<file path="src/rtl/fpu_sub_pkg.sv">
// rtl/fpu_sub_pkg.sv - shared width and bias helpers for the effective-subtraction pipe
package fpu_sub_pkg;

  function automatic int fpu_dw(input int man_w, input int grd_w);
    return 1 + man_w + grd_w;
  endfunction

  function automatic int fpu_bias(input int exp_w);
    return (1 << (exp_w - 1)) - 1;
  endfunction

  // Bits needed to hold a shift/count in 0..dw inclusive.
  function automatic int fpu_shw(input int dw);
    return $clog2(dw + 1);
  endfunction

endpackage

</file>
<file path="src/rtl/fpu_sub_if.sv">
// rtl/fpu_sub_if.sv - operand/result handshake bundle for fpu_sub_pipe
interface fpu_sub_if #(
  parameter int EXP_W = 11,
  parameter int MAN_W = 52,
  parameter int GRD_W = 2
);
  import fpu_sub_pkg::*;

  localparam int OPW = 1 + EXP_W + MAN_W;
  localparam int DW  = fpu_dw(MAN_W, GRD_W);

  logic             in_valid;
  logic             in_ready;
  logic [OPW-1:0]   opa;
  logic [OPW-1:0]   opb;
  logic             op_sub;
  logic             i2f;
  logic             out_valid;
  logic             out_ready;
  logic             sign_o;
  logic [EXP_W-1:0] exp_o;
  logic [DW-1:0]    man_o;
  logic             sticky_o;
  logic             zero_o;

  modport master (
    output in_valid, opa, opb, op_sub, i2f, out_ready,
    input  in_ready, out_valid, sign_o, exp_o, man_o, sticky_o, zero_o
  );

  modport slave (
    input  in_valid, opa, opb, op_sub, i2f, out_ready,
    output in_ready, out_valid, sign_o, exp_o, man_o, sticky_o, zero_o
  );

endinterface

</file>
<file path="src/rtl/fpu_lzc.sv">
// rtl/fpu_lzc.sv - combinational leading-zero counter, returns WIDTH for an all-zero input
module fpu_lzc #(
  parameter  int WIDTH = 55,
  localparam int CW    = $clog2(WIDTH + 1)
) (
  input  logic [WIDTH-1:0] data_i,
  output logic [CW-1:0]    count_o
);

  // Scan upward so the highest set bit is the last one to write the count.
  always_comb begin
    count_o = CW'(WIDTH);
    for (int i = 0; i < WIDTH; i++) begin
      if (data_i[i]) count_o = CW'(WIDTH - 1 - i);
    end
  end

endmodule

</file>
<file path="src/rtl/fpu_sub_pipe.sv">
// rtl/fpu_sub_pipe.sv - four-stage |large|-|small| datapath: swap, align, subtract, normalise
module fpu_sub_pipe
  import fpu_sub_pkg::*;
#(
  parameter int EXP_W = 11,
  parameter int MAN_W = 52,
  parameter int GRD_W = 2
) (
  input  logic     clk,
  input  logic     rst_n,
  input  logic     flush,
  fpu_sub_if.slave bus
);

  localparam int DW  = fpu_dw(MAN_W, GRD_W);
  localparam int SW  = fpu_shw(DW);
  localparam int EW1 = EXP_W + 1;
  localparam logic [EW1-1:0] I2F_BASE = EW1'(fpu_bias(EXP_W) + MAN_W);

  typedef struct packed {
    logic             sign;
    logic             zsign;
    logic             i2f;
    logic [EXP_W-1:0] el;
    logic [MAN_W-1:0] ml;
    logic [EXP_W-1:0] es;
    logic [MAN_W-1:0] ms;
  } s1_t;

  typedef struct packed {
    logic             sign;
    logic             zsign;
    logic             i2f;
    logic [EXP_W-1:0] el;
    logic [DW-1:0]    big;
    logic [DW-1:0]    shifted;
    logic             sticky;
  } s2_t;

  typedef struct packed {
    logic             sign;
    logic             zsign;
    logic             i2f;
    logic [EXP_W-1:0] el;
    logic [DW-1:0]    diff;
    logic [SW-1:0]    lz;
    logic             sticky;
  } s3_t;

  typedef struct packed {
    logic             sign;
    logic [EXP_W-1:0] exp;
    logic [DW-1:0]    man;
    logic             sticky;
    logic             zero;
  } s4_t;

  s1_t s1_d, s1_q;
  s2_t s2_d, s2_q;
  s3_t s3_d, s3_q;
  s4_t s4_d, s4_q;

  logic v1_q, v2_q, v3_q, v4_q;
  logic ld1, ld2, ld3, ld4;

  assign ld4          = !v4_q | bus.out_ready;
  assign ld3          = !v3_q | ld4;
  assign ld2          = !v2_q | ld3;
  assign ld1          = !v1_q | ld2;
  assign bus.in_ready = ld1 & !flush;

  // Stage 1: order operands by magnitude. In i2f mode the integer sits in opa's
  // mantissa with no hidden bit, and opb is +0.
  logic             sa, sb, sb_eff, a_ge_b;
  logic [EXP_W-1:0] ea, eb;
  logic [MAN_W-1:0] ma, mb;

  always_comb begin
    {sa, ea, ma} = bus.opa;
    {sb, eb, mb} = bus.opb;
    if (bus.i2f) begin
      ea = '0;
      sb = 1'b0;
      eb = '0;
      mb = '0;
    end
    sb_eff     = sb ^ bus.op_sub;
    a_ge_b     = (ea > eb) | ((ea == eb) & (ma >= mb));
    s1_d       = '0;
    s1_d.sign  = a_ge_b ? sa : sb_eff;
    s1_d.zsign = sa & sb_eff;
    s1_d.i2f   = bus.i2f;
    s1_d.el    = a_ge_b ? ea : eb;
    s1_d.ml    = a_ge_b ? ma : mb;
    s1_d.es    = a_ge_b ? eb : ea;
    s1_d.ms    = a_ge_b ? mb : ma;
  end

  // Stage 2: denormals sit at exponent 1, hence the correction term on ed.
  logic [EW1-1:0]  ed;
  logic [SW-1:0]   sh_amt;
  logic [DW-1:0]   sub_full;
  logic [2*DW-1:0] sh_wide;

  always_comb begin
    ed       = {1'b0, s1_q.el} - {1'b0, s1_q.es}
             - EW1'((s1_q.el != '0) && (s1_q.es == '0));
    sh_amt   = (ed >= EW1'(DW)) ? SW'(DW) : ed[SW-1:0];
    sub_full = {s1_q.es != '0, s1_q.ms, {GRD_W{1'b0}}};
    sh_wide  = {sub_full, {DW{1'b0}}} >> sh_amt;
    s2_d         = '0;
    s2_d.sign    = s1_q.sign;
    s2_d.zsign   = s1_q.zsign;
    s2_d.i2f     = s1_q.i2f;
    s2_d.el      = s1_q.el;
    s2_d.big     = {s1_q.el != '0, s1_q.ml, {GRD_W{1'b0}}};
    s2_d.shifted = sh_wide[2*DW-1:DW];
    s2_d.sticky  = |sh_wide[DW-1:0];
  end

  // Stage 3: subtracting sticky makes the truncated difference exact-floor.
  logic [DW-1:0] diff;
  logic [SW-1:0] lz;

  assign diff = s2_q.big - s2_q.shifted - DW'(s2_q.sticky);

  fpu_lzc #(.WIDTH(DW)) u_lzc (
    .data_i  (diff),
    .count_o (lz)
  );

  always_comb begin
    s3_d        = '0;
    s3_d.sign   = s2_q.sign;
    s3_d.zsign  = s2_q.zsign;
    s3_d.i2f    = s2_q.i2f;
    s3_d.el     = s2_q.el;
    s3_d.diff   = diff;
    s3_d.lz     = lz;
    s3_d.sticky = s2_q.sticky;
  end

  // Stage 4: normalise, clamping to a denormal when the shift would underflow.
  logic [EW1-1:0] eff, base, lz_w;

  always_comb begin
    eff         = (s3_q.el == '0) ? EW1'(1) : {1'b0, s3_q.el};
    base        = s3_q.i2f ? I2F_BASE : {1'b0, s3_q.el};
    lz_w        = EW1'(s3_q.lz);
    s4_d        = '0;
    s4_d.sign   = s3_q.sign;
    s4_d.sticky = s3_q.sticky;
    if (s3_q.diff == '0) begin
      s4_d.zero = 1'b1;
      s4_d.sign = s3_q.zsign;
    end else if (s3_q.i2f || (lz_w < eff)) begin
      s4_d.man = s3_q.diff << s3_q.lz;
      s4_d.exp = EXP_W'(base - lz_w);
    end else begin
      s4_d.man = s3_q.diff << (eff - EW1'(1));
    end
  end

  always_ff @(posedge clk or negedge rst_n) begin
    if (!rst_n) begin
      v1_q <= 1'b0;
      s1_q <= '0;
    end else if (flush) begin
      v1_q <= 1'b0;
    end else if (ld1) begin
      v1_q <= bus.in_valid;
      if (bus.in_valid) s1_q <= s1_d;
    end
  end

  always_ff @(posedge clk or negedge rst_n) begin
    if (!rst_n) begin
      v2_q <= 1'b0;
      s2_q <= '0;
    end else if (flush) begin
      v2_q <= 1'b0;
    end else if (ld2) begin
      v2_q <= v1_q;
      if (v1_q) s2_q <= s2_d;
    end
  end

  always_ff @(posedge clk or negedge rst_n) begin
    if (!rst_n) begin
      v3_q <= 1'b0;
      s3_q <= '0;
    end else if (flush) begin
      v3_q <= 1'b0;
    end else if (ld3) begin
      v3_q <= v2_q;
      if (v2_q) s3_q <= s3_d;
    end
  end

  always_ff @(posedge clk or negedge rst_n) begin
    if (!rst_n) begin
      v4_q <= 1'b0;
      s4_q <= '0;
    end else if (flush) begin
      v4_q <= 1'b0;
    end else if (ld4) begin
      v4_q <= v3_q;
      if (v3_q) s4_q <= s4_d;
    end
  end

  assign bus.out_valid = v4_q;
  assign bus.sign_o    = s4_q.sign;
  assign bus.exp_o     = s4_q.exp;
  assign bus.man_o     = s4_q.man;
  assign bus.sticky_o  = s4_q.sticky;
  assign bus.zero_o    = s4_q.zero;

endmodule

</file>
<file path="src/flat_wrapper.sv">
// flat-port wrapper written by rule: the top's interface ports become plain ports
module fpu_sub_pipe_flat import fpu_sub_pkg::*;
#(
  parameter int EXP_W = 11,
  parameter int MAN_W = 52,
  parameter int GRD_W = 2
)
  (clk, rst_n, flush, bus_in_valid, bus_opa, bus_opb, bus_op_sub, bus_i2f, bus_out_ready, bus_in_ready, bus_out_valid, bus_sign_o, bus_exp_o, bus_man_o, bus_sticky_o, bus_zero_o);
  fpu_sub_if #(.EXP_W(EXP_W), .MAN_W(MAN_W), .GRD_W(GRD_W)) bus_i ();
  input  logic clk;
  input  logic rst_n;
  input  logic flush;
  input wire logic [$bits(bus_i.in_valid)-1:0] bus_in_valid;
  input wire logic [$bits(bus_i.opa)-1:0] bus_opa;
  input wire logic [$bits(bus_i.opb)-1:0] bus_opb;
  input wire logic [$bits(bus_i.op_sub)-1:0] bus_op_sub;
  input wire logic [$bits(bus_i.i2f)-1:0] bus_i2f;
  input wire logic [$bits(bus_i.out_ready)-1:0] bus_out_ready;
  output wire logic [$bits(bus_i.in_ready)-1:0] bus_in_ready;
  output wire logic [$bits(bus_i.out_valid)-1:0] bus_out_valid;
  output wire logic [$bits(bus_i.sign_o)-1:0] bus_sign_o;
  output wire logic [$bits(bus_i.exp_o)-1:0] bus_exp_o;
  output wire logic [$bits(bus_i.man_o)-1:0] bus_man_o;
  output wire logic [$bits(bus_i.sticky_o)-1:0] bus_sticky_o;
  output wire logic [$bits(bus_i.zero_o)-1:0] bus_zero_o;
  assign bus_i.in_valid = bus_in_valid;
  assign bus_i.opa = bus_opa;
  assign bus_i.opb = bus_opb;
  assign bus_i.op_sub = bus_op_sub;
  assign bus_i.i2f = bus_i2f;
  assign bus_i.out_ready = bus_out_ready;
  assign bus_in_ready = bus_i.in_ready;
  assign bus_out_valid = bus_i.out_valid;
  assign bus_sign_o = bus_i.sign_o;
  assign bus_exp_o = bus_i.exp_o;
  assign bus_man_o = bus_i.man_o;
  assign bus_sticky_o = bus_i.sticky_o;
  assign bus_zero_o = bus_i.zero_o;
  fpu_sub_pipe #(.EXP_W(EXP_W), .MAN_W(MAN_W), .GRD_W(GRD_W)) u_core (.clk(clk), .rst_n(rst_n), .flush(flush), .bus(bus_i));
endmodule
</file>
<file path="config.mk">
export PLATFORM = sky130hd
export DESIGN_NAME = fpu_sub_pipe_flat
export DESIGN_NICKNAME = d
export VERILOG_FILES = /design/src/rtl/fpu_sub_pkg.sv /design/src/rtl/fpu_sub_if.sv /design/src/rtl/fpu_lzc.sv /design/src/rtl/fpu_sub_pipe.sv /design/src/flat_wrapper.sv
export SDC_FILE = /design/constraint.sdc
export NUM_CORES = 2
export LEC_CHECK = 0
export CAP_MARGIN = 0
export CORE_UTILIZATION = 40
export CTS_BUF_LIST = sky130_fd_sc_hd__clkbuf_8
export CTS_CLUSTER_DIAMETER = 150
export CTS_CLUSTER_SIZE = 40
export DETAILED_ROUTE_END_ITERATION = 16
export PLACE_DENSITY_LB_ADDON = 0.08
export RECOVER_POWER = 50
export SYNTH_ARGS = -nofsm -noshare
export SYNTH_HDL_FRONTEND = slang
export SYNTH_SLANG_ARGS = --single-unit
export TNS_END_PERCENT = 5
</file>
<file path="constraint.sdc">
create_clock -name clk -period 7.1 [get_ports clk]
set_input_delay 1.42 -clock clk [delete_from_list [all_inputs] [get_ports clk]]
set_output_delay 1.42 -clock clk [all_outputs]
set_load 0.02 [all_outputs]
</file>
# Yosys cells after proc, flatten, opt, wreduce, memory -nomap -nowiden

Cells that the tools add are included.

Bits in registers: 401
Latch bits: 0
RAM bits: 0
Bits in read-only memories: 0
Input port bits: 135
Output and inout bits: 71
Memories kept: 0

Add/sub/neg operators: 6
Multipliers: 0
Div/mod/pow operators: 0
$lt $le $gt $ge: 4
Eq/ne operators: 1
Shift operators: 3
Mux-type cells: 80
Bitwise operators: 10
Reductions and logical operators: 21

Operator list:

| operator                                                                | count |
|---|---|
| 6-bit 2-to-1 mux                                                        | 55 |
| 52-bit 2-to-1 mux                                                       | 3 |
| 110-bit by 6-bit right shift with 110-bit output                        | 1 |
| 11-bit 2-to-1 mux                                                       | 7 |
| 66-bit 2-to-1 mux                                                       | 1 |
| 55-bit logical NOT                                                      | 1 |
| 55-bit 2-to-1 mux                                                       | 1 |
| 55-bit OR reduction                                                     | 1 |
| 55-bit by 12-bit << shifter with 55-bit output                          | 1 |
| 55-bit by 6-bit << shifter with 55-bit output                           | 1 |
| 55-bit by 1-bit subtractor with 55-bit output                           | 1 |
| 55-bit subtractor                                                       | 1 |
| 52-bit >= comparator                                                    | 1 |
| 11-bit logical NOT                                                      | 2 |
| 11-bit nonzero test                                                     | 2 |
| 1-bit 2-to-1 mux                                                        | 13 |
| 12-bit by 6-bit >= comparator with 1-bit output (second input constant) | 1 |
| 6-bit by 12-bit less-than comparator with 1-bit output                  | 1 |
| 3-bit AND reduction                                                     | 4 |
| 11-bit by 11-bit subtractor with 12-bit output                          | 1 |
| 12-bit by 1-bit subtractor with 12-bit output                           | 1 |
| 12-bit by 1-bit subtractor with 12-bit output (second input constant)   | 1 |
| 11-bit == test                                                          | 1 |
| 11-bit greater-than comparator                                          | 1 |
| other kinds (9)                                                         | 22 |

# Longest topological paths before layout

Word-level depth: 57
Gate-level depth with buffers: 27

# By module

A second synthesis with hierarchy kept.

Cell total of the unflattened synthesis: 3915
Area, all modules: 31870.6 um^2

By module, submodules not included:

| module       | instances | cells each | area each (um^2) |
|---|---|---|---|
| fpu_sub_pipe | 1         | 3796       | 31226.2 |
| fpu_lzc      | 1         | 119        | 644.4 |

# Worst setup path before layout

Ideal clock, no wire load.

Kind: reg2reg
Start point: reg u_core.s1_q[53] (netlist bit)
End point: reg u_core.s2_q[0] (netlist bit)
Library setup time: 0.135 ns
Arrival: 5.433 ns
Data required time: 6.965 ns
Path slack: 1.533 ns
Stages on the path, launching flop included: 22
Path buffers: 0
Clock period less this slack: 5.567 ns
Path through: dfrtp_1 nor4_1 nand3_1 nand2b_1 fa_1 inv_1 ha_1 nor2_1 fa_1 nand2_1 a311oi_2 nand2_1 mux2_4 o31a_1 nor4_4 mux2_2 o21ai_1 o31ai_1 or3_1 or4_1 nor4_1 o22ai_1

Cells in the longest elaborated chain, start to end: 7
Elaborated cells on any way between the ends: 9
Those cells by class: 2 x add/sub; 1 x order compare; 1 x shift; 1 x mux; 4 x reduce/logical

RTL lines:

| item                                                                                                   | line                | source |
|---|---|---|
| start, declared                                                                                        | fpu_sub_pipe.sv:58  | `s1_t s1_d, s1_q;` |
| start signal, assigned                                                                                 | fpu_sub_pipe.sv:167 | `s1_q <= '0;` |
| start signal, assigned                                                                                 | fpu_sub_pipe.sv:172 | `if (bus.in_valid) s1_q <= s1_d;` |
| parallel branches: the longest is 5 deep, another holds 11-bit by 11-bit subtractor with 12-bit output | --                  |  |
| 110-bit by 6-bit right shift with 110-bit output *                                                     | fpu_sub_pipe.sv:110 | `sh_wide = {sub_full, {DW{1'b0}}} >> sh_amt;` |
| 55-bit OR reduction *                                                                                  | fpu_sub_pipe.sv:118 | `s2_d.sticky = \|sh_wide[DW-1:0];` |
| end signal, assigned                                                                                   | fpu_sub_pipe.sv:179 | `s2_q <= '0;` |
| end signal, assigned                                                                                   | fpu_sub_pipe.sv:184 | `if (v1_q) s2_q <= s2_d;` |
| end, declared                                                                                          | fpu_sub_pipe.sv:59  | `s2_t s2_d, s2_q;` |

Mark *: on every way between the ends.
A chain may end at the register's enable or synchronous reset.

# Worst setup path after layout

Same ends and word-level chain as after synthesis.

==> results by group <==
Run status
  – Outcome: complete, but fails checks
  – Failing checks: max-capacitance violations, max-slew violations

Global routing
  – Wire length of the first global-routing pass: 176,000 um
  – Total Routing Usage GR: 28.9%
  – Pin count of the biggest net entering global routing: ~150
  – Initial antenna violation count: 4
  – GRT overflow: 0
  – Vias in the first global route: 27,900

Route
  – Initial DRC Count: 2,661
  – DRT Pass-1 Iters: 8
  – Routed len/inst: about 23 um
  – Drt drc: 0
  – DR vias/cell: around 5.8
  – Vias: 29,400
  – WL final: 116,000 um
  – Antenna Nets Post-Route: 0

Finish
  – Layout fillers: 7,925
  – Fin cells: slightly above 5,000
  – Register area: 10,000 um2
  – Layout Nets: 4,380
  – Area growth, synth to finish: 13.2%
  – Area taken by multi-input logic gates: 19,200 um2
  – Layout cells sized above 1: 6.58%

Synth
  – Top area cells in the synthesized netlist: dfrtp_1, ha_1, nand2_1
  – Post-synth net total: around 4,200
  – Register area share after synthesis: 32.1%
  – Area leader, netlist: dfrtp_1
  – Post-synth cell types: 98
  – Ys Warns: 0
  – Post-synth EDFFs: 0
  – Synth cell count leaders: nand2_1, o21ai_0, dfrtp_1, inv_1, nor2_1
  – Synthesized cell area: 31,200 um2
  – Number of synthesized register bits: 401
  – Cells after Synth: 3,889
  – Avg Inst Size Synth: approximately 8 um2
  – Synth top area share: 32.1%
  – Top-count cell post-synth: nand2_1
  – Synth Flop Type: dfrtp_1
  – Async S/R FF share, synth: 100%

Clock tree
  – CTS buffer count: 15
  – CTS tree: built
  – Root buf cell: clkbuf_8
  – Reg clk slew, reported paths: between 0.2 and 0.3 ns
  – H-tree level count: 1
  – Clk_lat worst skew: 0.69 ns
  – CTS Hold Bufs: 0
  – CTS sink count: 401
  – CTS Buffer Depth: 3

STA
  – Setup Viol. Count Final: 0
  – Slew Limit Fails: 608
  – RSZ-0062 raised after global routing: false
  – Fin Setup TNS: 0 ns
  – Tcrit/Tclk final: 93.3%
  – Worst clock skew: 0.0709 ns
  – Final Hold Viols: 0
  – Worst slew pin tran: 3.53 ns
  – Min setup slack post-route: 0.478 ns
  – F_max: 151 MHz
  – Period minus WS final: 6.62 ns
  – Max_slew headroom: -135%

Critical path
  – WS Path Type: reg2reg
  – Critical Path Start Type: register
  – CP required: 7.74 ns
  – Most common cell type on the critical path: buf_4
  – CP max stage delay: 0.51 ns
  – CP Max Fanout: 10
  – CP endpoint kind: register
  – CP Launch Point: u_core.s1_q[53]
  – CP max stage cell: fa_1
  – WP buf/inv: 6
  – CP arrival: ~7.3 ns
  – Delay-heaviest family, CP: compound AO/OA/AOI/OAI gates
  – Worst R2R Start: u_core.s1_q[53]

Floorplan
  – Total core area: between 70,000 and 80,000 um2
  – Die ar.: 79,200 um2
  – IO Count: approximately 210
  – Die width: 281 um
  – Starting Density: 40.4%
  – Core Rows: between 100 and 150
  – Die Ht: 281 um

Hold path
  – Worst Hold Class: reg2reg
  – HP Start: u_core.s1_q[98]

Power and ir drop
  – PwrDens: 359 nW/um2
  – Worst vdd ir: 174 uV
  – Static Leak: 0.0157 uW

Flow run
  – Max cap viols: 7

Placement
  – Dpl cells: between 5,000 and 6,000
  – RD Place Congestion: between 1 and 1.5
  – Place WS: 0.641 ns
  – Post-detail-place hpwl: 92,200 um
  – Number of buffer cells added on primary ports: 205
logic make-up (layout without fill, tap and decap cells):
group           after synthesis  count (layout)  share of synthesized area [%]
simple gates               1261            1261                           18.4
compound gates             1175            1175                           24.3
buf+inv                     527             683                           6.61
flops                       401             401                           32.1
mux                         251             251                           8.32
fa+ha+maj                   204             204                           8.25
xor+xnor                     70              70                           1.99
other cells                   0               1                              0
worst min-delay path: stages, from the launching register on:
cell	delay (ns)
dfrtp_1	0.40
nand2_1	0.06
o21ai_0	0.07
registers in the layout, summed over array words and instances, names as in the netlist:
name	count
u_core.bus.exp_o	11
u_core.bus.zero_o	1
u_core.bus.man_o	55
u_core.v3_q	1
u_core.bus.sign_o	1
u_core.lz_w	6
u_core.v2_q	1
u_core.bus.sticky_o	1
u_core.s2_q	123
u_core.bus.out_valid	1
u_core.s3_q	70
u_core.v1_q	1
u_core.s1_q	129
power breakdown:
group          switching (uW)  internal (uW)  total [uW]  leakage, uW
Clock                     778            257        1040     0.000162
Sequential                642           2810        3460      0.00519
Combinational            5180           3000        8180       0.0103
Total                    6600           6070       12700       0.0157
routing by layer:
layer,GRT usage [%],up-vias,wire length [um]
li1,-,14200,-
met1,41.0,14100,54400
met2,47.2,857,53300
met3,2.49,145,5500
met4,7.50,2,3240
met5,0,-,10
metrics by stage:
step                total power (uW)  area, um2  utilization [%]  hold WS (ns)
global placement               11600      35000             45.3         0.449
global route                   13500      35300             45.7         0.523
finish                         12700      35300             45.7         0.489
detailed placement             11500      35000             45.3         0.462
floorplan                       8580      31200                -         0.439
CTS                            12600      35400             45.7         0.497
path summary, 6_finish.rpt:
check	endpoint	depth (start not counted)	slack, ns
max in group asynchronous	u_core.s1_q[19]	2	1.40
min in group asynchronous	u_core.bus.man_o[15]	1	1.89
worst min-delay path	u_core.s2_q[93]	2	0.49
worst max-delay path	u_core.s2_q[0]	27	0.48
worst max register to register	u_core.s2_q[0]	27	0.48
worst min register to register	u_core.s2_q[93]	2	0.49
placed cells by master, fill, tap and decap left out, types with 11 or more instances in the layout:
| cell | instances |
|---|---|
| a21oi_1 | 181 |
| mux2i_1 | 206 |
| o2111ai_1 | 20 |
| ha_1 | 201 |
| nor2b_1 | 101 |
| nor2_1 | 234 |
| dfrtp_1 | 401 |
| a31oi_1 | 56 |
| o22ai_1 | 83 |
| a221o_1 | 14 |
| o31ai_1 | 33 |
| nand3_1 | 58 |
| inv_1 | 297 |
| o21ai_0 | 401 |
| o21a_1 | 34 |
| clkdlybuf4s50_1 | 201 |
| o21ai_1 | 15 |
| buf_4 | 144 |
| a21o_1 | 47 |
| a211o_1 | 18 |
| a22o_1 | 33 |
| nand2_1 | 588 |
| xnor2_1 | 44 |
| o221ai_1 | 14 |
| nor4_1 | 26 |
| nand2b_1 | 28 |
| a32o_1 | 11 |
| clkbuf_8 | 15 |
| o211ai_1 | 26 |
| and3_1 | 22 |
| nand4_1 | 38 |
| a222oi_1 | 18 |
| a22oi_1 | 14 |
| and2_1 | 21 |
| or3_1 | 17 |
| a211oi_1 | 44 |
| mux2_2 | 39 |
| xor2_1 | 22 |
| nor3_1 | 83 |
what timing repair did:
item | CTS | global route
endpoints found under the setup margin | 0 | 1
setup buffers | 0 | 2
resized for setup | 0 | 0
final cells by class:
type	instances	share of cell area [%]
clock buffers	15	0.584
multi-input cells	2961	54.3
diodes	1	0.00708
repair buffers	365	9.49
flip-flops and latches	401	28.4
inverters	297	3.15
clock inverters	6	0.336
well taps	1040	3.68
No activity file was read; power rests on OpenSTA's default activity.
